**config.mk**
```make
export PLATFORM = sky130hd
export DESIGN_NAME = event_arbiter_flat
export DESIGN_NICKNAME = d
export VERILOG_FILES = /design/src/rtl/event_arbiter_if.sv /design/src/rtl/event_arbiter.sv /design/src/flat_wrapper.sv
export SDC_FILE = /design/constraint.sdc
export NUM_CORES = 1
export LEC_CHECK = 0
export CAP_MARGIN = 20
export CORE_MARGIN = 5
export CORE_UTILIZATION = 43
export CTS_CLUSTER_SIZE = 24
export DETAILED_ROUTE_END_ITERATION = 12
export PLACE_DENSITY_LB_ADDON = 0.25
export SLEW_MARGIN = 40
export SYNTH_ARGS = -nofsm -noshare
export SYNTH_HDL_FRONTEND = slang
export SYNTH_SLANG_ARGS = --single-unit
```
**constraint.sdc**
```tcl
create_clock -name clk -period 9.9 [get_ports clk]
set_input_delay 2.475 -clock clk [delete_from_list [all_inputs] [get_ports clk]]
set_output_delay 2.475 -clock clk [all_outputs]
set_load 0.005 [all_outputs]
```
**src/rtl/event_arbiter_if.sv**
```systemverilog
// Event arbiter bus: per-source request handshakes, output event stream, status.
// Pure wiring, no latency of its own.
// Requests and the event stream use valid/ready; status signals are free-running.
interface event_arbiter_if #(
  parameter int N_SRC  = 4,
  parameter int DATA_W = 32,
  parameter int TS_W   = 32,
  parameter int CNT_W  = 16
);
  localparam int SRC_W = $clog2(N_SRC);

  logic [N_SRC-1:0]        req_valid;
  logic [N_SRC-1:0]        req_ready;
  logic [3*N_SRC-1:0]      req_level;
  logic [DATA_W*N_SRC-1:0] req_data;
  logic [2:0]              min_level;
  logic                    evt_valid;
  logic                    evt_ready;
  logic [SRC_W-1:0]        evt_src;
  logic [2:0]              evt_level;
  logic [DATA_W-1:0]       evt_data;
  logic [TS_W-1:0]         evt_time;
  logic [CNT_W-1:0]        filt_count;
  logic                    fatal_seen;

  // Arbiter side
  modport slave (
    input  req_valid, req_level, req_data, min_level, evt_ready,
    output req_ready, evt_valid, evt_src, evt_level, evt_data, evt_time,
           filt_count, fatal_seen
  );

  // Requester / sink side
  modport master (
    output req_valid, req_level, req_data, min_level, evt_ready,
    input  req_ready, evt_valid, evt_src, evt_level, evt_data, evt_time,
           filt_count, fatal_seen
  );
endinterface

```
**src/rtl/event_arbiter.sv**
```systemverilog
// Round-robin event arbiter with severity filter, timestamping and sticky FATAL flag.
// Latency: 1 cycle from grant (req_ready) to evt_valid; one event per cycle sustained.
// Backpressure: while the output register is full and evt_ready=0, no request is granted.
module event_arbiter #(
  parameter int N_SRC  = 4,
  parameter int DATA_W = 32,
  parameter int TS_W   = 32,
  parameter int CNT_W  = 16
) (
  input logic           clk,
  input logic           rst,
  event_arbiter_if.slave bus
);
  localparam int              SRC_W = $clog2(N_SRC);
  localparam logic [SRC_W:0]  N_EXT = (SRC_W+1)'(N_SRC);
  localparam logic [0:0]      ST_EMPTY = 1'b0;
  localparam logic [0:0]      ST_FULL  = 1'b1;

  // Levels 6 and 7 behave as FATAL (5) for every comparison.
  function automatic logic [2:0] clamp_lvl(input logic [2:0] l);
    return (l > 3'd5) ? 3'd5 : l;
  endfunction

  logic [0:0]        state;
  logic [SRC_W-1:0]  ptr;
  logic [TS_W-1:0]   ts;
  logic [CNT_W-1:0]  filt_cnt;
  logic              fatal_q;

  logic [SRC_W-1:0]  evt_src_q;
  logic [2:0]        evt_level_q;
  logic [DATA_W-1:0] evt_data_q;
  logic [TS_W-1:0]   evt_time_q;

  logic              opp;
  logic              gnt_any;
  logic              grant;
  logic              pass;
  logic [SRC_W-1:0]  gnt_idx;
  logic [SRC_W:0]    cand;
  logic [2:0]        sel_lvl;
  logic [DATA_W-1:0] sel_dat;

  // A new event can be taken when the output register is empty or drains this cycle.
  assign opp = (state == ST_EMPTY) || bus.evt_ready;

  // Round-robin search: first valid source upward from ptr+1, wrapping at N_SRC.
  always_comb begin
    gnt_any = 1'b0;
    gnt_idx = '0;
    cand    = '0;
    for (int i = 0; i < N_SRC; i++) begin
      cand = {1'b0, ptr} + (SRC_W+1)'(i) + (SRC_W+1)'(1);
      if (cand >= N_EXT) cand = cand - N_EXT;
      if (!gnt_any && bus.req_valid[cand[SRC_W-1:0]]) begin
        gnt_any = 1'b1;
        gnt_idx = cand[SRC_W-1:0];
      end
    end
  end

  assign grant   = opp && gnt_any && !rst;
  assign sel_lvl = bus.req_level[int'(gnt_idx)*3 +: 3];
  assign sel_dat = bus.req_data[int'(gnt_idx)*DATA_W +: DATA_W];
  assign pass    = clamp_lvl(sel_lvl) >= clamp_lvl(bus.min_level);

  // One-hot acceptance for the granted source only, in the granting cycle.
  always_comb begin
    bus.req_ready = '0;
    for (int j = 0; j < N_SRC; j++) begin
      bus.req_ready[j] = grant && (gnt_idx == SRC_W'(j));
    end
  end

  // Control state: output FSM, pointer, timestamp, filter counter, sticky FATAL.
  always_ff @(posedge clk) begin
    if (rst) begin
      state    <= ST_EMPTY;
      ptr      <= SRC_W'(N_SRC-1);
      ts       <= '0;
      filt_cnt <= '0;
      fatal_q  <= 1'b0;
    end else begin
      ts <= ts + TS_W'(1);
      if (grant) ptr <= gnt_idx;
      if (grant && !pass && (filt_cnt != '1)) filt_cnt <= filt_cnt + CNT_W'(1);
      if (grant && pass && (clamp_lvl(sel_lvl) == 3'd5)) fatal_q <= 1'b1;
      case (state)
        ST_EMPTY: if (grant && pass) state <= ST_FULL;
        ST_FULL:  if (bus.evt_ready && !(grant && pass)) state <= ST_EMPTY;
        default:  state <= ST_EMPTY;
      endcase
    end
  end

  // Output payload register; contents are meaningless while empty, so no reset.
  always_ff @(posedge clk) begin
    if (grant && pass) begin
      evt_src_q   <= gnt_idx;
      evt_level_q <= sel_lvl;
      evt_data_q  <= sel_dat;
      evt_time_q  <= ts;
    end
  end

  assign bus.evt_valid  = (state == ST_FULL);
  assign bus.evt_src    = evt_src_q;
  assign bus.evt_level  = evt_level_q;
  assign bus.evt_data   = evt_data_q;
  assign bus.evt_time   = evt_time_q;
  assign bus.filt_count = filt_cnt;
  assign bus.fatal_seen = fatal_q;
endmodule

```
**src/flat_wrapper.sv**
```systemverilog
// flat-port wrapper written by rule: the top's interface ports become plain ports
module event_arbiter_flat 
#(
  parameter int N_SRC  = 4,
  parameter int DATA_W = 32,
  parameter int TS_W   = 32,
  parameter int CNT_W  = 16
)
  (clk, rst, bus_req_valid, bus_req_level, bus_req_data, bus_min_level, bus_evt_ready, bus_req_ready, bus_evt_valid, bus_evt_src, bus_evt_level, bus_evt_data, bus_evt_time, bus_filt_count, bus_fatal_seen);
  event_arbiter_if #(.N_SRC(N_SRC), .DATA_W(DATA_W), .TS_W(TS_W), .CNT_W(CNT_W)) bus_i ();
  input logic clk;
  input logic rst;
  input wire logic [$bits(bus_i.req_valid)-1:0] bus_req_valid;
  input wire logic [$bits(bus_i.req_level)-1:0] bus_req_level;
  input wire logic [$bits(bus_i.req_data)-1:0] bus_req_data;
  input wire logic [$bits(bus_i.min_level)-1:0] bus_min_level;
  input wire logic [$bits(bus_i.evt_ready)-1:0] bus_evt_ready;
  output wire logic [$bits(bus_i.req_ready)-1:0] bus_req_ready;
  output wire logic [$bits(bus_i.evt_valid)-1:0] bus_evt_valid;
  output wire logic [$bits(bus_i.evt_src)-1:0] bus_evt_src;
  output wire logic [$bits(bus_i.evt_level)-1:0] bus_evt_level;
  output wire logic [$bits(bus_i.evt_data)-1:0] bus_evt_data;
  output wire logic [$bits(bus_i.evt_time)-1:0] bus_evt_time;
  output wire logic [$bits(bus_i.filt_count)-1:0] bus_filt_count;
  output wire logic [$bits(bus_i.fatal_seen)-1:0] bus_fatal_seen;
  assign bus_i.req_valid = bus_req_valid;
  assign bus_i.req_level = bus_req_level;
  assign bus_i.req_data = bus_req_data;
  assign bus_i.min_level = bus_min_level;
  assign bus_i.evt_ready = bus_evt_ready;
  assign bus_req_ready = bus_i.req_ready;
  assign bus_evt_valid = bus_i.evt_valid;
  assign bus_evt_src = bus_i.evt_src;
  assign bus_evt_level = bus_i.evt_level;
  assign bus_evt_data = bus_i.evt_data;
  assign bus_evt_time = bus_i.evt_time;
  assign bus_filt_count = bus_i.filt_count;
  assign bus_fatal_seen = bus_i.fatal_seen;
  event_arbiter #(.N_SRC(N_SRC), .DATA_W(DATA_W), .TS_W(TS_W), .CNT_W(CNT_W)) u_core (.clk(clk), .rst(rst), .bus(bus_i));
endmodule
```
# --- Yosys cells after proc, flatten, opt, wreduce, memory -nomap -nowiden ---
# Index checks and enable logic that the tools add are counted.
word_totals:
  output_inout_bits: 91
  ramBits: 0
  wordCells: 88
  mem_count: 0
  latchBits: 0
  reg_bits: 121
  rom_bits: 0
classes:
  n_mux: 25
  n_mul: 1
  n_bitwise: 1
  magnitude_cmp: 11
  shift: 2
  n_reduce_logical: 22
  eq_ne: 5
  n_div: 0
  n_addsub: 12
ops:
  columns: ["cell", "count"]
  rows:
  - ["128-bit by 8-bit variable part select with 32-bit output", 1]
  - ["32-bit by 1-bit adder with 32-bit output, second input constant", 1]
  - ["12-bit by 32-bit variable part select with 3-bit output", 1]
  - ["16-bit by 1-bit adder with 16-bit output, second input constant", 1]
  - ["2-bit 2-to-1 mux", 8]
  - ["16-bit inequality test, second input constant", 1]
  - ["1-bit logical AND", 14]
  - ["3-bit >= comparator, second input constant", 4]
  - ["2-bit by 3-bit less-than comparator with 1-bit output, second input constant", 4]
  - ["1-bit 2-to-1 mux", 10]
  - ["3-bit by 1-bit adder with 3-bit output, second input constant", 3]
  - ["1-bit binary-select mux with 2-bit select", 4]
  - ["2-bit by 1-bit subtractor with 2-bit output, second input constant", 4]
  - ["2-bit by 2-bit adder with 3-bit output, second input constant", 2]
  - ["3-bit > comparator, second input constant", 2]
  - ["1-bit logical NOT", 6]
  - ["3-bit 2-to-1 mux", 2]
  - ["2-bit equality test, second input constant", 2]
  - ["2-bit by 2-bit multiplier with 4-bit output, second input constant", 1]
  - ["2-bit by 1-bit adder with 3-bit output, second input constant", 1]
  - ["3-bit equality test, second input constant", 1]
  - ["3-bit >= comparator", 1]
  - ["2-bit by 1-bit equality test with 1-bit output, second input constant", 1]
  - ["2-bit logical NOT", 1]
  - ["other kinds (3)", 3]

# --- Depth between registers and ports, before layout ---
depth:
  word_depth: 25
  ltp_mapped: 17
  mapped_depth_nobuf: 14

# --- Worst setup path after synthesis ---
# No wires, ideal clock.
synth_path:
  path_type: "input to register"
  startpoint: "in bus_req_valid[1]"
  endpoint: "reg u_core.fatal_q (netlist: u_core.bus.fatal_seen)"
  setup_slack_ns: 2.044
  t_required_ns: 9.826
  cell_stages: 14
  n_path_buf: 2
  setup_time_ns: 0.074
  arrival_ns: 7.782
  cell_sequence: "inv_1 > a211oi_1 > or3_1 > buf_6 > clkbuf_1 > nand2_1 > a32oi_1 > a21oi_1 > ha_1 > nand2b_1 > a21o_1 > a21oi_1 > nor2_1 > a32o_1"
synth_between:
  elab_chain_len: 19
  elab_cells_between_ends: 32
  cone_classes: "1 x mul; 2 x order compare; 1 x eq/ne; 1 x shift; 17 x mux; 10 x reduce/logical"
synth_rtl:
  columns: ["item", "line", "rtl"]
  rows:
  - ["from (decl)", "flat_wrapper.sv:13", "input wire logic [$bits(bus_i.req_valid)-1:0] bus_req_valid;"]
  - ["1-bit binary-select mux with 2-bit select", "event_arbiter.sv:55", "if (!gnt_any && bus.req_valid[cand[SRC_W-1:0]]) begin"]
  - ["1-bit 2-to-1 mux (not written as such)", "event_arbiter.sv:55", null]
  - ["1-bit 2-to-1 mux", "event_arbiter.sv:55", null]
  - ["1-bit logical NOT", "event_arbiter.sv:55", null]
  - ["1-bit logical AND", "event_arbiter.sv:55", null]
  - ["1-bit 2-to-1 mux", "event_arbiter.sv:55", null]
  - ["1-bit logical NOT", "event_arbiter.sv:55", null]
  - ["1-bit logical AND", "event_arbiter.sv:55", null]
  - ["[... 4 more ...]", null, null]
  - ["2-bit by 2-bit multiplier with 4-bit output *", "event_arbiter.sv:63", "assign sel_lvl = bus.req_level[int'(gnt_idx)*3 +: 3];"]
  - ["12-bit by 32-bit variable part select with 3-bit output *", "event_arbiter.sv:63", null]
  - ["via u_core.sel_lvl[2]", "event_arbiter.sv:41", "logic [2:0] sel_lvl;"]
  - ["3-bit > comparator", "event_arbiter.sv:21", "return (l > 3'd5) ? 3'd5 : l;"]
  - ["3-bit 2-to-1 mux *", "event_arbiter.sv:21", null]
  - ["3-bit >= comparator", "event_arbiter.sv:65", "assign pass = clamp_lvl(sel_lvl) >= clamp_lvl(bus.min_level);"]
  - ["1-bit logical AND", "event_arbiter.sv:87", "if (grant && pass && (clamp_lvl(sel_lvl) == 3'd5)) fatal_q <= 1'b1;"]
  - ["1-bit logical AND *", "event_arbiter.sv:87", null]
  - ["to (signal assigned)", "event_arbiter.sv:82", "fatal_q <= 1'b0;"]
  - ["to (signal assigned)", "event_arbiter.sv:87", null]
  - ["to (decl)", "event_arbiter.sv:28", "logic fatal_q;"]
# Mark *: on every way through the listed nets, which the timed path passes. The rest lies on a longest branch. The select of a mux whose other input is x is not followed.
# A chain may end at the register's enable or synchronous reset.

# --- Final worst setup path ---
layout_path:
  startpoint: "in bus_req_valid[1]"
  endpoint: "out bus_req_ready[0]"
layout_between:
  elab_chain_len: 15
  elab_cells_between_ends: 26
  cone_classes: "16 x mux; 10 x reduce/logical"
layout_rtl:
  columns: ["item", "line", "rtl"]
  rows:
  - ["1-bit binary-select mux with 2-bit select", "event_arbiter.sv:55", null]
  - ["1-bit 2-to-1 mux (not written as such)", "event_arbiter.sv:55", null]
  - ["1-bit 2-to-1 mux", "event_arbiter.sv:55", null]
  - ["1-bit logical NOT", "event_arbiter.sv:55", null]
  - ["1-bit logical AND", "event_arbiter.sv:55", null]
  - ["1-bit 2-to-1 mux", "event_arbiter.sv:55", null]
  - ["1-bit logical NOT", "event_arbiter.sv:55", null]
  - ["1-bit logical AND", "event_arbiter.sv:55", null]
  - ["1-bit 2-to-1 mux", "event_arbiter.sv:55", null]
  - ["1-bit logical NOT", "event_arbiter.sv:55", null]
  - ["1-bit logical AND", "event_arbiter.sv:55", null]
  - ["1-bit 2-to-1 mux", "event_arbiter.sv:55", null]
  - ["1-bit logical AND (2 in series)", "event_arbiter.sv:62", "assign grant = opp && gnt_any && !rst;"]
  - ["1-bit logical AND *", "event_arbiter.sv:71", "bus.req_ready[j] = grant && (gnt_idx == SRC_W'(j));"]
  - ["to (decl)", "flat_wrapper.sv:18", "output wire logic [$bits(bus_i.req_ready)-1:0] bus_req_ready;"]
# Every way passes the cells marked *; elsewhere a longest branch is shown, timed or not. The select of a mux whose other input is x is not followed.

==> results.sh <==
export IMPL_arrival_ps=5530
export IMPL_fin_setup_tns_ps=0
export IMPL_cts_buffers=17
export IMPL_dr_wl_met2_microns=8797
export IMPL_intPower_mw=1.177
export IMPL_fill_cells=1031
export IMPL_syn_area_per_cell_sq_um=10.04
export IMPL_min_period_ps=8001
export IMPL_finalSetupViolations=0
export IMPL_powerDensity_nw_per_um2=184.6
export IMPL_slew_headroom_pct=47.03
export IMPL_hold_ws_ps=453.4
export IMPL_grt_ovfl_total=0
export IMPL_hold_path_class="reg -> reg"
export IMPL_cts_sinks=121
export IMPL_vias_per_cell=5.270
export IMPL_finalClockSkew_ps=9.149
export IMPL_status="finished clean"
export IMPL_multi_input_area_sq_um=2424
export IMPL_die_w_microns=125.2
export IMPL_drt_initial_drc_count=378
export IMPL_area_growth_pct=53.70
export IMPL_synth_warnings=0
export IMPL_drc=0
export IMPL_p_switching_mw=0.4433
export IMPL_synth_top_family_by_area="simple AND/OR/NAND/NOR gates"
export IMPL_hold_viol=0
export IMPL_post_cts_setup_buffer_count=0
export IMPL_muxShareOfSynthArea_pct=0.1753
export IMPL_max_freq_mhz=125.0
export IMPL_yosys_area_share_simple_pct=21.93
export IMPL_dp_hpwl_microns=13480
export IMPL_final_antenna_net_count=0
export IMPL_drv_slew=0
export IMPL_synth_main_ff_cell="edfxtp_1"
export IMPL_start_util_pct=43.47
export IMPL_die_h_microns=125.2
export IMPL_layout_drive_gt1_share_pct=5.911
export IMPL_yosysSeqAreaShare_pct=54.51
export IMPL_cts_reportedPaths_clkPinSlew_ps=50
export IMPL_wl_met3_microns=1332
export IMPL_synthCells=569
export IMPL_power_frac_clock_pct=34.6
export IMPL_p_leak_nw=3.057
export IMPL_cp_required_ps=7430
export IMPL_grt_pass1_wl_microns=28350
export IMPL_top_level_ports=241
export IMPL_gr_usage_all_layers_pct=22.75
export IMPL_wl_microns=18070
export IMPL_fp_coreArea_sq_um=13140
export IMPL_swShare_pct=27.36
export IMPL_grt_max_degree=74
export IMPL_crit_fanout=73
export IMPL_synth_compound_area_share_pct=12.95
export IMPL_wl_met1_microns=7303
export IMPL_critPathLaunchType="input port"
export IMPL_ff_latch_area_sq_um=3113
export IMPL_vdd_drop_max_v=0.0001315
export IMPL_die_area_sq_um=15690
export IMPL_root_buffer="clkbuf_16"
export IMPL_post_route_period_util_pct=80.82
export IMPL_crit_type="in -> out"
export IMPL_cts_tree="done"
export IMPL_combPwrFrac_pct=25.9
export IMPL_drtPass1Iterations=5
export IMPL_rsz0062_at_grt="false"
export IMPL_endpoint_kind="output pin"
export IMPL_first_global_vias=5165
export IMPL_cts_hold_buf=0
export IMPL_synthXorXnorAreaFrac_pct=5.828
export IMPL_worstMarginPinSlew_ps=787.3
export IMPL_synth_edf_count=69
export IMPL_cap_violations=0
export IMPL_antenna_found_initial=1
export IMPL_syn_cell_area_sq_um=5710
export IMPL_vias=5212
export IMPL_rows=42
export IMPL_synth_seq_cells=121
export IMPL_pwr_share_seq_pct=39.5
export IMPL_yosys_area_share_adder_pct=1.096
export IMPL_clk_latency_ps=400
export IMPL_fin_nets=954
export IMPL_routed_top_layer="met4"
export IMPL_synthArstFlopShare_pct=0
export IMPL_htreeDepth=4
export IMPL_portBuffers=240
export IMPL_synth_cell_types=50
export IMPL_clockBufferDepth=2
export IMPL_gp_congestion=0.9361
export IMPL_synth_net_count=724
export IMPL_wl_per_cell_microns=18.27
export IMPL_cts_resized=0
-- kinds of logic (layout without fill, tap and decap cells) --
group	Yosys count	after routing
and+or+nand+nor	253	253
DFF	121	121
AOI/OAI and AO/OA	106	106
buffers and inverters	45	288
xor gates and xnor gates	38	38
adders and majority gates	5	5
muxes	1	1
other	0	1
-- cells in the mapped netlist, types with 2 or more instances --
library cell / count / share of area (%)
nor4b_1: 2 / 0.31
buf_2: 7 / 0.61
and3_1: 6 / 0.66
a21oi_1: 11 / 0.96
nor2b_1: 3 / 0.33
nand3_1: 18 / 1.6
and4_1: 4 / 0.61
nand2b_1: 4 / 0.44
nand4_1: 7 / 0.77
nand2_1: 90 / 5.9
and2_1: 35 / 3.8
nor3_1: 7 / 0.61
nor3b_1: 5 / 0.66
buf_6: 3 / 0.59
inv_1: 10 / 0.66
xor2_1: 17 / 2.6
o22ai_1: 2 / 0.22
clkbuf_1: 24 / 1.6
edfxtp_1: 69 / 36
a211oi_1: 33 / 4.3
dfxtp_1: 52 / 18
xnor2_1: 21 / 3.2
a31oi_1: 32 / 3.5
nor2_1: 54 / 3.5
or3_1: 4 / 0.44
o31ai_1: 3 / 0.39
o21ai_0: 7 / 0.61
nor4_2: 4 / 0.88
a21o_1: 2 / 0.26
a311oi_1: 2 / 0.31
a32oi_1: 2 / 0.31
ha_1: 5 / 1.1
nor4_1: 7 / 0.77
-- critical path: stages --
cell	delay, ps
clkdlybuf4s50_1	560
inv_1	60
a211oi_1	480
or3_2	210
buf_4	520
inv_2	70
buf_4	340
nor3_1	250
clkdlybuf4s50_1	530
-- sequential cells by signal, summed over array words and instances (netlist names), 2 cells and up --
name and cells:
u_core.bus.evt_time 32, u_core.bus.filt_count 16, u_core.bus.evt_src 2, u_core.bus.evt_data 32, u_core.ts 32, u_core.ptr 2
u_core.bus.evt_level 3
-- power groups by stage --
stage	logic, mW	registers [mW]	clock network (mW)
4_1_cts	0.424	0.641	0.570
3_5_place_dp	0.421	0.651	0
5_1_grt	0.457	0.646	0.594
6_report	0.420	0.640	0.561
3_3_place_gp	0.411	0.648	0
2_1_floorplan	0.190	0.659	0
-- worst paths after layout --
| kind | startpoint | end | slack [ps] | depth (start not counted) |
|---|---|---|---|---|
| worst max-delay path | bus_req_valid[1] | bus_req_ready[0] | 1900 | 9 |
| worst min-delay path | u_core.ts[31]$_SDFF_PP0_ | u_core.bus.evt_time[31]$_DFFE_PP_ | 450 | 0 |
| worst max register to register | u_core.ptr[1]$_SDFFE_PP1P_ | u_core.bus.evt_time[2]$_DFFE_PP_ | 4840 | 15 |
| worst min register to register | u_core.ts[31]$_SDFF_PP0_ | u_core.bus.evt_time[31]$_DFFE_PP_ | 450 | 0 |
-- per-stage QoR --
stage                     instances  area [sq um]  utilization [%]  setup WS (ps)  power (mW)
after floorplan                 569          5710                -           2044      0.8491
after global placement          956          8227            62.62           2016       1.060
after detailed placement        956          8229            62.64           1895       1.072
after CTS                       988          8768            66.74           1893       1.635
after global routing            989          8777            66.81           1642       1.697
final                           989          8777            66.81           1899       1.620
-- layout by cell type (no fill, tap or decap), types with 2 or more instances in the layout --
cell type and count:
inv_1 10, a21oi_1 11, nor2b_1 3, o22ai_1 2, a21o_1 2, or3_1 3
xnor2_1 21, nand2_1 90, nor4b_1 2, and4_1 4, nor3b_1 5, clkdlybuf4s50_1 239
clkbuf_1 3, ha_1 5, nor4_2 5, clkbuf_16 17, edfxtp_1 69, nand2b_1 4
nor3_1 7, a32oi_1 2, clkinvlp_4 4, o21ai_0 7, a311oi_1 2, nor2_1 53
nand4_1 7, nor4_1 6, xor2_1 17, inv_6 2, and3_1 6, a211oi_1 33
o31ai_1 3, clkinv_2 5, dfxtp_1 52, buf_4 6, nand3_1 18, a31oi_1 32
and2_1 35
-- metal layers --
layer	up-vias	global-route usage (%)
met5	-	0
met2	229	37.52
li1	2512	-
met4	0	10.84
met1	2429	27.42
met3	42	6.652
-- area by class of cell --
cell class	count	area share [%]
Clock buffer	20	4.975
Antenna cell	1	0.02851
Inverter	11	0.4704
Multi-Input combinational cell	403	27.61
Sequential cell	121	35.47
Timing Repair Buffer	245	27.77
Clock inverter	12	1.169
Tap cell	176	2.509
(Power assumes the default switching activity.)
